$ cat src/rtl/door_lock_controller.sv
// Keypad door lock: code entry with wrong-code lockout, timed open window,
// remote lock, held-open / forced-door alarms and emergency release.
module door_lock_controller #(
    parameter logic [3:0] PASSWORD     = 4'hA,
    parameter int         OPEN_CYCLES  = 16,
    parameter int         BLOCK_CYCLES = 32
) (
    input  logic       clk,
    input  logic       rst_n,
    input  logic [3:0] code_in,
    input  logic       enter,
    input  logic       door_closed,
    input  logic       remote,
    input  logic       emergency,
    output logic [1:0] state,
    output logic [1:0] error_count,
    output logic       AL,
    output logic       AF,
    output logic       EM,
    output logic       unlock
);

    localparam int MAX_CYCLES = (OPEN_CYCLES > BLOCK_CYCLES) ? OPEN_CYCLES : BLOCK_CYCLES;
    localparam int TW         = $clog2(MAX_CYCLES + 1);
    localparam logic [TW-1:0] OPEN_LOAD  = TW'(OPEN_CYCLES);
    localparam logic [TW-1:0] BLOCK_LOAD = TW'(BLOCK_CYCLES);
    localparam logic [TW-1:0] ONE        = TW'(1);

    typedef enum logic [1:0] {
        ST_AB = 2'b00,
        ST_FE = 2'b01,
        ST_PF = 2'b10
    } state_t;

    // Handshake: none. enter is a one-cycle strobe qualified by the current
    // state and lockout; every other input is a level sampled each rising edge.

    state_t        st_q, st_d;
    logic [1:0]    err_q, err_d;
    logic          al_d, af_d, em_d, unlock_d;
    logic [TW-1:0] open_q, open_d;
    logic [TW-1:0] block_q, block_d;
    logic          blocked;
    logic          open_expiring;

    assign state         = st_q;
    assign blocked       = (err_q == 2'd3);
    // A timer value of 1 means this edge completes the window, so the
    // window lasts exactly the loaded number of cycles.
    assign open_expiring = (open_q <= ONE);

    always_comb begin
        st_d     = st_q;
        err_d    = err_q;
        al_d     = AL;
        af_d     = AF;
        em_d     = EM;
        open_d   = open_q;
        block_d  = block_q;

        if (emergency) begin
            // Timers and error count hold while the emergency is active.
            st_d = ST_AB;
            em_d = 1'b1;
            al_d = 1'b0;
        end else begin
            if ((st_q == ST_FE || st_q == ST_PF) && !door_closed) begin
                af_d = 1'b1;
            end

            if (blocked && st_q != ST_PF) begin
                if (block_q > ONE) begin
                    block_d = block_q - ONE;
                end else begin
                    block_d = '0;
                    err_d   = 2'd0;
                end
            end

            if (EM) begin
                em_d   = 1'b0;
                st_d   = ST_AB;
                open_d = OPEN_LOAD;
            end else begin
                case (st_q)
                    ST_AB: begin
                        open_d = open_expiring ? '0 : open_q - ONE;
                        if (remote && door_closed) begin
                            st_d   = ST_PF;
                            al_d   = 1'b0;
                            open_d = '0;
                        end else if (open_expiring) begin
                            if (door_closed) begin
                                st_d = ST_FE;
                                al_d = 1'b0;
                            end else begin
                                al_d = 1'b1;
                            end
                        end
                    end
                    ST_FE: begin
                        if (remote) begin
                            st_d = ST_PF;
                        end else if (enter && !blocked) begin
                            if (code_in == PASSWORD) begin
                                st_d   = ST_AB;
                                err_d  = 2'd0;
                                af_d   = 1'b0;
                                open_d = OPEN_LOAD;
                            end else begin
                                err_d = err_q + 2'd1;
                                if (err_q == 2'd2) begin
                                    block_d = BLOCK_LOAD;
                                end
                            end
                        end
                    end
                    ST_PF: begin
                        if (!remote) begin
                            st_d = ST_FE;
                        end
                    end
                    default: begin
                        st_d = ST_FE;
                    end
                endcase
            end
        end

        unlock_d = (st_d == ST_AB);
    end

    always_ff @(posedge clk or negedge rst_n) begin
        if (!rst_n) begin
            st_q        <= ST_FE;
            err_q       <= 2'd0;
            AL          <= 1'b0;
            AF          <= 1'b0;
            EM          <= 1'b0;
            unlock      <= 1'b0;
            open_q      <= '0;
            block_q     <= '0;
        end else begin
            st_q        <= st_d;
            err_q       <= err_d;
            AL          <= al_d;
            AF          <= af_d;
            EM          <= em_d;
            unlock      <= unlock_d;
            open_q      <= open_d;
            block_q     <= block_d;
        end
    end

    assign error_count = err_q;

endmodule

$ cat config.mk
export PLATFORM = sky130hd
export DESIGN_NAME = door_lock_controller
export DESIGN_NICKNAME = d
export VERILOG_FILES = /design/src/rtl/door_lock_controller.sv
export SDC_FILE = /design/constraint.sdc
export NUM_CORES = 1
export LEC_CHECK = 0
export ABC_CLOCK_PERIOD_IN_PS = 2700
export CELL_PAD_IN_SITES_DETAIL_PLACEMENT = 2
export CELL_PAD_IN_SITES_GLOBAL_PLACEMENT = 2
export CORE_ASPECT_RATIO = 0.5
export CORE_UTILIZATION = 34
export CTS_BUF_LIST = sky130_fd_sc_hd__clkbuf_2
export DETAILED_ROUTE_END_ITERATION = 12
export PLACE_DENSITY_LB_ADDON = 0.1
export SYNTH_ARGS = -nofsm -noshare
export SYNTH_HDL_FRONTEND = slang
export SYNTH_SLANG_ARGS = --single-unit
$ cat constraint.sdc
create_clock -name clk -period 2.7 [get_ports clk]
set_input_delay 0.54 -clock clk [delete_from_list [all_inputs] [get_ports clk]]
set_output_delay 0.54 -clock clk [all_outputs]
set_load 0.05 [all_outputs]
# Word level (Yosys, flattened, before mapping)
# Cells that the tools add are included.
[word_totals]
register_bits = 20
in_bits = 10
out_inout_bits = 8
elab_cells = 83
[op_classes]
addsub = 3
order_cmp = 2
eq_ne = 10
muxes = 45
bitwise = 1
reduce_logical = 14
[ops]
columns = ["op", "count"]
rows = [
  ["2-to-1 mux 6 bit", 14],
  ["2-to-1 mux 2 bit", 16],
  ["2-to-1 mux 1 bit", 13],
  ["case mux 6 bit (2 select lines)", 1],
  ["subtractor 6 x 1 -> 6 bit, second input constant", 2],
  ["equality test 2 bit, second input constant", 3],
  ["greater-than comparator 6 x 1 -> 1 bit, second input constant", 1],
  ["less-or-equal comparator 6 x 1 -> 1 bit, second input constant", 1],
  ["inequality test 3 x 2 -> 1 bit, second input constant", 2],
  ["case mux 2 bit (3 select lines)", 1],
  ["nonzero test 3 bit", 2],
  ["AND reduction 5 bit", 1],
  ["equality test 4 bit, second input constant", 1],
  ["logical AND 1 bit", 4],
  ["logical NOT 2 bit", 2],
  ["inequality test 2 bit, second input constant", 2],
  ["inequality test 3 bit, second input constant", 1],
  ["AND reduction 3 bit", 1],
  ["adder 2 x 1 -> 2 bit, second input constant", 1],
  ["equality test 2 x 1 -> 1 bit, second input constant", 1],
  ["logical NOT 1 bit", 2],
  ["nonzero test 2 bit", 1],
  ["logical OR 1 bit", 1],
  ["inverter 1 bit", 1],
]

# Longest topological paths before layout
# Gate-level depths: netlist of the first run.
[depth]
ltp_word = 9
ltp_mapped = 7
ltp_nobuf = 7

# Worst setup path before layout of the first run
# OpenSTA, ideal clock, no wires.
[synth_path]
kind = "reg-to-reg"
startpoint = "reg st_q[0] (netlist: state[0])"
endpoint = "reg block_q[5]"
setup_ns = 0.121
t_arrival_ns = 2.225
required_time_ns = 2.579
path_slack_ns = 0.354
stages_incl_launch_ff = 8
n_path_buf = 0
period_less_slack_ns = 2.346
path_cell_list = "dfstp_2 inv_1 ha_1 or4b_1 or3_1 nor3_2 mux2i_1 nand2b_1"
[synth_via]
elab_chain_cells = 9
elab_cells_between_ends = 10
cone_classes = "eq/ne (2); mux (7); reduce/logical (1)"
[synth_rtl]
columns = ["item", "line", "source"]
rows = [
  ["start: declaration", "38", "state_t st_q, st_d;"],
  ["start signal: assignment", "144", "st_q <= st_d;"],
  ["inequality test 2 bit", "71", "if (blocked && st_q != ST_PF) begin"],
  ["logical AND 1 bit", "71", ""],
  ["2-to-1 mux 6 bit", "71", ""],
  ["2-to-1 mux 6 bit", "112", "if (err_q == 2'd2) begin"],
  ["2-to-1 mux 6 bit", "105", "if (code_in == PASSWORD) begin"],
  ["2-to-1 mux 6 bit", "104", "end else if (enter && !blocked) begin"],
  ["2-to-1 mux 6 bit", "102", "if (remote) begin"],
  ["2-to-1 mux 6 bit", "85", "case (st_q)"],
  ["2-to-1 mux 6 bit (*)", "80", "if (EM) begin"],
  ["end signal: assignment", "151", "block_q <= block_d;"],
  ["end: declaration", "42", "logic [TW-1:0] block_q, block_d;"],
]
# Every way passes the cells marked *; elsewhere a longest branch is shown, timed or not.
# A chain may end at the register's enable or synchronous reset.

# Worst setup path after layout of the first run
[layout_path]
startpoint = "reg st_q[0] (netlist: state[0])"
endpoint = "reg block_q[3]"
# The elaborated chain is that of the path after synthesis.

==> results of run 1 <==
-- state kept, by name, summed over array words and instances, names as in the netlist --
signal and count:
EM 1, block_q 6, open_q 6, unlock 1, state 2, AF 1
AL 1, error_count 2
-- cell type report --
cell class,instances,area [µm²],share of cell area
multi-input cells,111,746,0.469
flip-flops and latches,20,502,0.315
repair buffers,19,185,0.116
well taps,51,63.8,0.0401
inverters,13,48.8,0.0307
clock inverters,1,30.0,0.0189
clock buffers,3,15.0,0.00944
-- routing by layer --
metal / share of wire / track usage / vias to the layer above
met3: 0.025 / 0.0543 / 9
met5: 0 / 0 / -
met1: 0.47 / 0.280 / 601
met4: 0.021 / 0.102 / 0
met2: 0.48 / 0.373 / 15
li1: - / - / 575
-- logic make-up (layout without fill, tap and decap cells) --
logic type      after synthesis  count (layout)
compound gates               36              36
fa+ha+maj                    10              10
buf+inv                      15              36
flops                        20              20
mux                           2               2
simple gates                 63              63
-- placed cells by master, fill, tap and decap left out, drive strengths merged, types with 5 or more instances in the layout --
cell type      Yosys  layout
ha                10      10
a31oi              9       9
nor2              17      17
nand2             13      13
a21oi              8       8
or3                5       5
o21ai              7       7
dfrtp             19      19
inv               13      13
clkdlybuf4s50      0      17
nor3               6       6
-- worst max-delay path, cell delays in order (launching register included) --
cell	delay (ps)
sky130_fd_sc_hd__dfstp_2	620
sky130_fd_sc_hd__inv_1	70
sky130_fd_sc_hd__ha_1	280
sky130_fd_sc_hd__or4b_1	590
sky130_fd_sc_hd__nor4_1	360
sky130_fd_sc_hd__or3_1	210
sky130_fd_sc_hd__a21oi_1	50
sky130_fd_sc_hd__a21o_1	150
-- where the power goes --
part           internal [mW]  switching, mW
Combinational          0.118          0.175
Clock                  0.128          0.107
Sequential             0.349         0.0568
-- per-stage QoR --
step                std cells  hold slack, ps  cell area [µm²]
floorplan                 146             244             1300
global placement          214             477             1550
detailed placement        214             489             1550
CTS                       218             475             1590
global route              218             496             1590
finish                    218             502             1590
-- worst paths after layout --
check / from / slack, ps / endpoint / cells after the start
max: state[0]$_DFF_PN1_ / 280 / block_q[3]$_DFFE_PN0N_ / 7
min: rst_n / 500 / AF$_DFFE_PN0N_ / 2
max reg2reg: state[0]$_DFF_PN1_ / 280 / block_q[3]$_DFFE_PN0N_ / 7
min reg2reg: open_q[5]$_DFFE_PN0P_ / 520 / open_q[5]$_DFFE_PN0P_ / 1
max in group asynchronous: rst_n / 1920 / state[0]$_DFF_PN1_ / 2
min in group clk: open_q[5]$_DFFE_PN0P_ / 520 / open_q[5]$_DFFE_PN0P_ / 1
==> parameters.txt, run 1 <==
Parameter                              Value

Power and ir drop
  VDD IR-drop max    0.294 mV
  Power after layout    0.933 mW
  LEAKAGE    0.671 nW
  Power density over cell area    587 nW/µm²

Synth
  Synthesized area per cell    8.93 µm²
  Flip-flop and latch count after synthesis    20
  Area fraction in and, or, nand and nor cells after synthesis    0.266
  Cell taking the most area after synthesis    sky130_fd_sc_hd__dfrtp_1
  Syn Nets    166
  Top cells by area in the synthesized netlist    sky130_fd_sc_hd__dfrtp_1 36%, sky130_fd_sc_hd__ha_1 9.6%, sky130_fd_sc_hd__nor2_1 4.9%, sky130_fd_sc_hd__a31oi_1 4.3%, sky130_fd_sc_hd__inv_1 3.7%
  Compound-cell area share of the yosys netlist    0.195
  Primary FF master, synth    sky130_fd_sc_hd__dfrtp_1
  Number of distinct library cells after synthesis    40
  Synth Cell Area    1300 µm²
  Count of mapped cells out of synthesis    146
  Dominant combinational cell family by area after synthesis    simple AND/OR/NAND/NOR gates
  Number of flops mapped to enable cells by yosys    0
  Async set-or-reset flop fraction in the synthesized netlist    1.00
  Cell with the most instances after synthesis    sky130_fd_sc_hd__dfrtp_1
  Post-synth top area share    0.365
  Mux contribution to synthesized area    0.0154
  Fraction of the yosys area taken by sequential cells    0.385
  Xor-xnor portion of the synthesized cell area    0
  Adder and majority gate portion of the synthesized area    0.0960
  Commonest cells in the netlist    19 x sky130_fd_sc_hd__dfrtp_1, 17 x sky130_fd_sc_hd__nor2_1, 13 x sky130_fd_sc_hd__inv_1, 13 x sky130_fd_sc_hd__nand2_1, 10 x sky130_fd_sc_hd__ha_1
  Syn. warnings    0

GRT
  First-pass GRT wire length    6490 µm
  Congestion Overflow GR    0
  Overall track demand over capacity in global routing    0.224
  Pin count of the biggest net entering global routing    21
  Antenna violations before repair    0
  Vias in the first global route    1294

STA
  Finish-stage setup viols    0
  Unrepaired setup endpoints after global routing    false
  Max-slew headroom    0.568
  Skew final    16.0 ps
  Final clock period utilization by the worst path    0.896
  Setup TNS    0 ps
  Timing-limited maximum frequency    413 MHz
  Final setup slack of the worst path    281 ps
  Transition at the pin with the smallest max-transition slack    639 ps
  Number of pins exceeding their max-slew limit in the final report    0
  Shortest clock period the worst path allows after layout    2420 ps
  Final Hold Violating Endpoints    0

Clock tree
  Clock slew at reported path FFs    220 ps
  Worst skew pair latency    360 ps
  Clock tree from TritonCTS    done
  Cell at the root of the clock tree    sky130_fd_sc_hd__clkbuf_2
  Hold buffer count at CTS    0
  Clock tree sinks    20
  Clock buffer count from CTS    3
  H-tree depth    1
  Post-cts repair resize count    0
  Post-CTS setup-driven buffer insertion count    0
  Longest Clk Path Bufs    2

Placed design
  Final weighted congestion in routability-driven placement    0.746
  IO Port Bufs    17
  Post-placement worst setup slack    230 ps
  Dpl hpwl    2930 µm

Routing
  First-pass DRT Iterations    4
  Detailed-route wire length per cell    17.5 µm
  Total length of routed wires    3830 µm
  Antenna viol nets, final    0
  DRC viols    0
  Vias per cell    5.50
  Vias after detailed routing    1200
  Iteration-0 DRC count of the detailed router    27

Critical path
  Critical Path RT    2970 ps
  Endpoint kind of the worst setup timing path    flop
  CP Max Fanout    5
  Arrival time of data at the critical path endpoint    2690 ps
  Category of the worst setup path launch point    flop
  Worst setup path category    reg -> reg

Layout
  # nets final    188
  Utilization after layout    0.448
  Number of fill cells    387
  Final antenna diode count    0
  Fraction of layout instances using a drive strength above 1    0.0719
  Area added between synthesis and finish    22.0%

Floorplanning
  Number of rows created at floorplan    15
  Height of the chip    45.8 µm
  Boundary pin count    18
  Die width    89.6 µm
  Initial cell density of the core    0.368
  Die Outline Area    4100 µm²
  Area of the placeable core    3550 µm²

Min path
  Worst min-delay path category    in -> async

Outcome
  Run status    completed

Flow run
  Max-cap violation count    0
Note: power is estimated with default switching activity, not from simulation.
==> inputs of run 2 (changes only) <==
Settings changed: ABC_AREA set to 1, CORE_UTILIZATION 34 to 32.
==> run 2 against run 1 <==
  * Setup slack improved by 82 ps
  * Utilization fell by 4.1 points
  * Clock skew down 1.3 ps
  * Largest cell class unchanged
  * Fmax rose by 3.5%
==> parameters.txt, run 2 <==
Parameter                              Value

Outcome
  Run status    completed (unchanged)

Floorplanning
  Boundary pin count    18 (unchanged)
  Number of rows created at floorplan    16 (was 15)
  Area of the placeable core    4000 µm² (was 3550 µm²)
  Die Outline Area    4580 µm² (was 4100 µm²)
  Initial cell density of the core    0.343 (was 0.368)
  Height of the chip    48.4 µm (was 45.8 µm)
  Die width    94.7 µm (was 89.6 µm)

Synth
  Fraction of the yosys area taken by sequential cells    0.365 (was 0.385)
  Number of flops mapped to enable cells by yosys    0 (unchanged)
  Syn Nets    206 (was 166)
  Primary FF master, synth    sky130_fd_sc_hd__dfrtp_1 (unchanged)
  Count of mapped cells out of synthesis    186 (was 146)
  Cell taking the most area after synthesis    sky130_fd_sc_hd__dfrtp_1 (unchanged)
  Async set-or-reset flop fraction in the synthesized netlist    1.00 (unchanged)
  Synthesized area per cell    7.39 µm² (was 8.93 µm²)
  Number of distinct library cells after synthesis    26 (was 40)
  Top cells by area in the synthesized netlist    sky130_fd_sc_hd__dfrtp_1 35%, sky130_fd_sc_hd__inv_1 9.6%, sky130_fd_sc_hd__ha_1 9.1%, sky130_fd_sc_hd__nand2_1 7.9%, sky130_fd_sc_hd__nor2_1 6.0% (was sky130_fd_sc_hd__dfrtp_1 36%, sky130_fd_sc_hd__ha_1 9.6%, sky130_fd_sc_hd__nor2_1 4.9%, sky130_fd_sc_hd__a31oi_1 4.3%, sky130_fd_sc_hd__inv_1 3.7%)
  Commonest cells in the netlist    35 x sky130_fd_sc_hd__inv_1, 29 x sky130_fd_sc_hd__nand2_1, 22 x sky130_fd_sc_hd__nor2_1 (was 19 x sky130_fd_sc_hd__dfrtp_1, 17 x sky130_fd_sc_hd__nor2_1, 13 x sky130_fd_sc_hd__inv_1, 13 x sky130_fd_sc_hd__nand2_1, 10 x sky130_fd_sc_hd__ha_1)
  Syn. warnings    0 (unchanged)
  Synth Cell Area    1380 µm² (was 1300 µm²)
  Post-synth top area share    0.346 (was 0.365)
  Flip-flop and latch count after synthesis    20 (unchanged)
  Cell with the most instances after synthesis    sky130_fd_sc_hd__inv_1 (was sky130_fd_sc_hd__dfrtp_1)

Placed design
  Dpl hpwl    3190 µm (was 2930 µm)
  Final weighted congestion in routability-driven placement    0.737 (was 0.746)
  Dpl cell area    1610 µm² (was 1550 µm²)
  IO Port Bufs    17 (unchanged)

Routing
  Total length of routed wires    3900 µm (was 3830 µm)
  Detailed-route wire length per cell    14.9 µm (was 17.5 µm)
  Top routing layer in use    met4 (unchanged)
  Antenna viol nets, final    0 (unchanged)
  Vias after detailed routing    1302 (was 1200)
  DRC viols    0 (unchanged)
  WL met3    87 µm (was 94 µm)
  Iteration-0 DRC count of the detailed router    28 (was 27)
  First-pass DRT Iterations    4 (unchanged)
  Detailed-routed wire length on met2    1960 µm (was 1840 µm)
  Vias per cell    4.99 (was 5.50)
  Post-route met1 wirelength    1840 µm (was 1810 µm)

STA
  Max-slew headroom    0.669 (was 0.568)
  Timing-limited maximum frequency    428 MHz (was 413 MHz)
  Transition at the pin with the smallest max-transition slack    496 ps (was 639 ps)
  Final Hold Violating Endpoints    0 (unchanged)
  Skew final    14.6 ps (was 16.0 ps)
  Final clock period utilization by the worst path    0.866 (was 0.896)
  Number of pins exceeding their max-slew limit in the final report    0 (unchanged)
  Unrepaired setup endpoints after global routing    false (unchanged)
  Shortest clock period the worst path allows after layout    2340 ps (was 2420 ps)
  Finish-stage setup viols    0 (unchanged)
  Setup TNS    0 ps (unchanged)

GRT
  Antenna violations before repair    0 (unchanged)
  Pin count of the biggest net entering global routing    21 (unchanged)
  First-pass GRT wire length    6560 µm (was 6490 µm)
  Congestion Overflow GR    0 (unchanged)
  Vias in the first global route    1381 (was 1294)
  Overall track demand over capacity in global routing    0.184 (was 0.224)

Clock tree
  Cell at the root of the clock tree    sky130_fd_sc_hd__clkbuf_2 (unchanged)
  Post-CTS setup-driven buffer insertion count    0 (unchanged)
  Clock slew at reported path FFs    220 ps (about the same)
  Longest Clk Path Bufs    2 (unchanged)
  Clock buffer count from CTS    3 (unchanged)
  H-tree depth    1 (unchanged)
  Clock tree sinks    20 (unchanged)
  Hold buffer count at CTS    0 (unchanged)
  Post-cts repair resize count    0 (unchanged)
  Clock tree from TritonCTS    done (unchanged)
  Worst skew pair latency    330 ps (was 360 ps)

Critical path
  Reg2reg start    state[0]$_DFF_PN1_ (unchanged)
  Critical Path RT    2160 ps (was 2970 ps)
  Arrival time of data at the critical path endpoint    1800 ps (was 2690 ps)
  Maximum cell stage delay along the critical path    830 ps (was 620 ps)
  Crit Reg-Reg Endpoint    error_count[0]$_DFFE_PN0N_ (was block_q[3]$_DFFE_PN0N_)
  Category of the worst setup path launch point    flop (unchanged)
  Cell count of the worst reg-to-reg path    8 (was 7)
  CP Max Fanout    6 (was 5)
  Worst setup path category    reg -> out (was reg -> reg)
  Critical path's slowest cell    sky130_fd_sc_hd__clkdlybuf4s50_1 (was sky130_fd_sc_hd__dfstp_2)
  Dominant delay contributor by cell family on the critical path    buffers and inverters (was simple AND/OR/NAND/NOR gates)
  CP Cell Sequence    clkdlybuf4s50_1 (was inv_1 > ha_1 > or4b_1 > nor4_1 > or3_1 > a21oi_1 > a21o_1)
  Sum of buffers and inverters on the critical path    1 (unchanged)
  Endpoint kind of the worst setup timing path    primary output (was flop)
  Beginning of the critical path    state[0]$_DFF_PN1_ (unchanged)
  Worst reg-to-reg setup slack    810 ps (was 280 ps)

Power and ir drop
  Clk pwr share    0.148 (was 0.252)
  Sw Ratio    0.442 (was 0.363)
  Power density over cell area    586 nW/µm² (was 587 nW/µm²)
  LEAKAGE    0.804 nW (was 0.671 nW)
  Power share of the sequential group    0.425 (was 0.434)
  Combinational cell fraction of total power    0.426 (was 0.314)
  Internal    0.533 mW (was 0.594 mW)
  Switching power    0.422 mW (was 0.339 mW)
  VDD IR-drop max    0.176 mV (was 0.294 mV)

Layout
  Area taken by multi-input logic gates    723 µm² (was 746 µm²)
  Top library cells by usage in the layout, fill and taps aside    35 x sky130_fd_sc_hd__inv_1, 29 x sky130_fd_sc_hd__nand2_1, 22 x sky130_fd_sc_hd__nor2_1 (was 19 x sky130_fd_sc_hd__dfrtp_1, 17 x sky130_fd_sc_hd__nor2_1, 17 x sky130_fd_sc_hd__clkdlybuf4s50_1)
  # nets final    228 (was 188)
  Fraction of layout instances using a drive strength above 1    0.101 (was 0.0719)
  Utilization after layout    0.407 (was 0.448)
  Top flop regs    block_q (6), open_q (6) (unchanged)
  Final Cell Area    1630 µm² (was 1590 µm²)
  Most frequent standard cell in the layout excluding fill and tap cells    sky130_fd_sc_hd__inv_1 (was sky130_fd_sc_hd__dfrtp_1)
  Area added between synthesis and finish    18.5% (was 22.0%)
  Number of fill cells    483 (was 387)
  Final antenna diode count    0 (unchanged)
  Combined flip-flop and latch cell area    502 µm² (unchanged)

Flow run
  Max-cap violation count    0 (unchanged)

Min path
  Worst min-delay path category    in -> async (unchanged)
-- run 2: final cells by class --
| class | instances | share of cell area |
|---|---|---|
| Inverter | 37 | 0.0853 |
| Multi-Input combinational cell | 128 | 0.444 |
| Sequential cell | 20 | 0.308 |
| Timing Repair Buffer | 18 | 0.109 |
| Tap cell | 54 | 0.0415 |
| Clock buffer | 4 | 0.0123 |
-- run 2: worst max path at each step --
stage | endpoint | cells after the start
after global routing | state[0] | 1
final | state[0] | 1
after detailed placement | block_q[5]$_DFFE_PN0N_ | 8
after global placement | block_q[5]$_DFFE_PN0N_ | 8
after floorplan | open_q[3]$_DFFE_PN0P_ | 10
after CTS | state[0] | 1
-- run 2: power groups by stage --
stage	clock network [mW]	logic, mW	registers (mW)
after global placement	0	0.401	0.411
after detailed placement	0	0.414	0.413
after global routing	0.164	0.448	0.415
after floorplan	0	0.225	0.462
final	0.141	0.407	0.406
after CTS	0.152	0.417	0.407
-- run 2: metrics by stage --
stage	instances	hold WS [ps]	total power [mW]	setup WS, ps
3_3_place_gp	257	491	0.811	612
6_report	261	527	0.954	363
3_5_place_dp	257	525	0.828	500
4_1_cts	261	519	0.976	333
2_1_floorplan	186	244	0.687	872
5_1_grt	261	511	1.03	306
-- run 2: routing by layer --
layer,vias up,GRT usage
met1,652,0.230
met5,-,0
met4,0,0.00758
met2,13,0.344
li1,635,-
met3,2,0.0330
-- run 2: cells by family after synthesis --
| logic type | after synthesis | synth area share |
|---|---|---|
| AOI/OAI and AO/OA | 24 | 0.107 |
| xor gates and xnor gates | 3 | 0.0191 |
| adders and majority gates | 10 | 0.0910 |
| buffers and inverters | 38 | 0.109 |
| DFF | 20 | 0.365 |
| and+or+nand+nor | 91 | 0.308 |
==> inputs of run 3 (changes only) <==
Settings changed: SLEW_MARGIN set to 20.
==> results of run 3 <==
The final DEF is identical to that of run 2; final timing and power are the same.
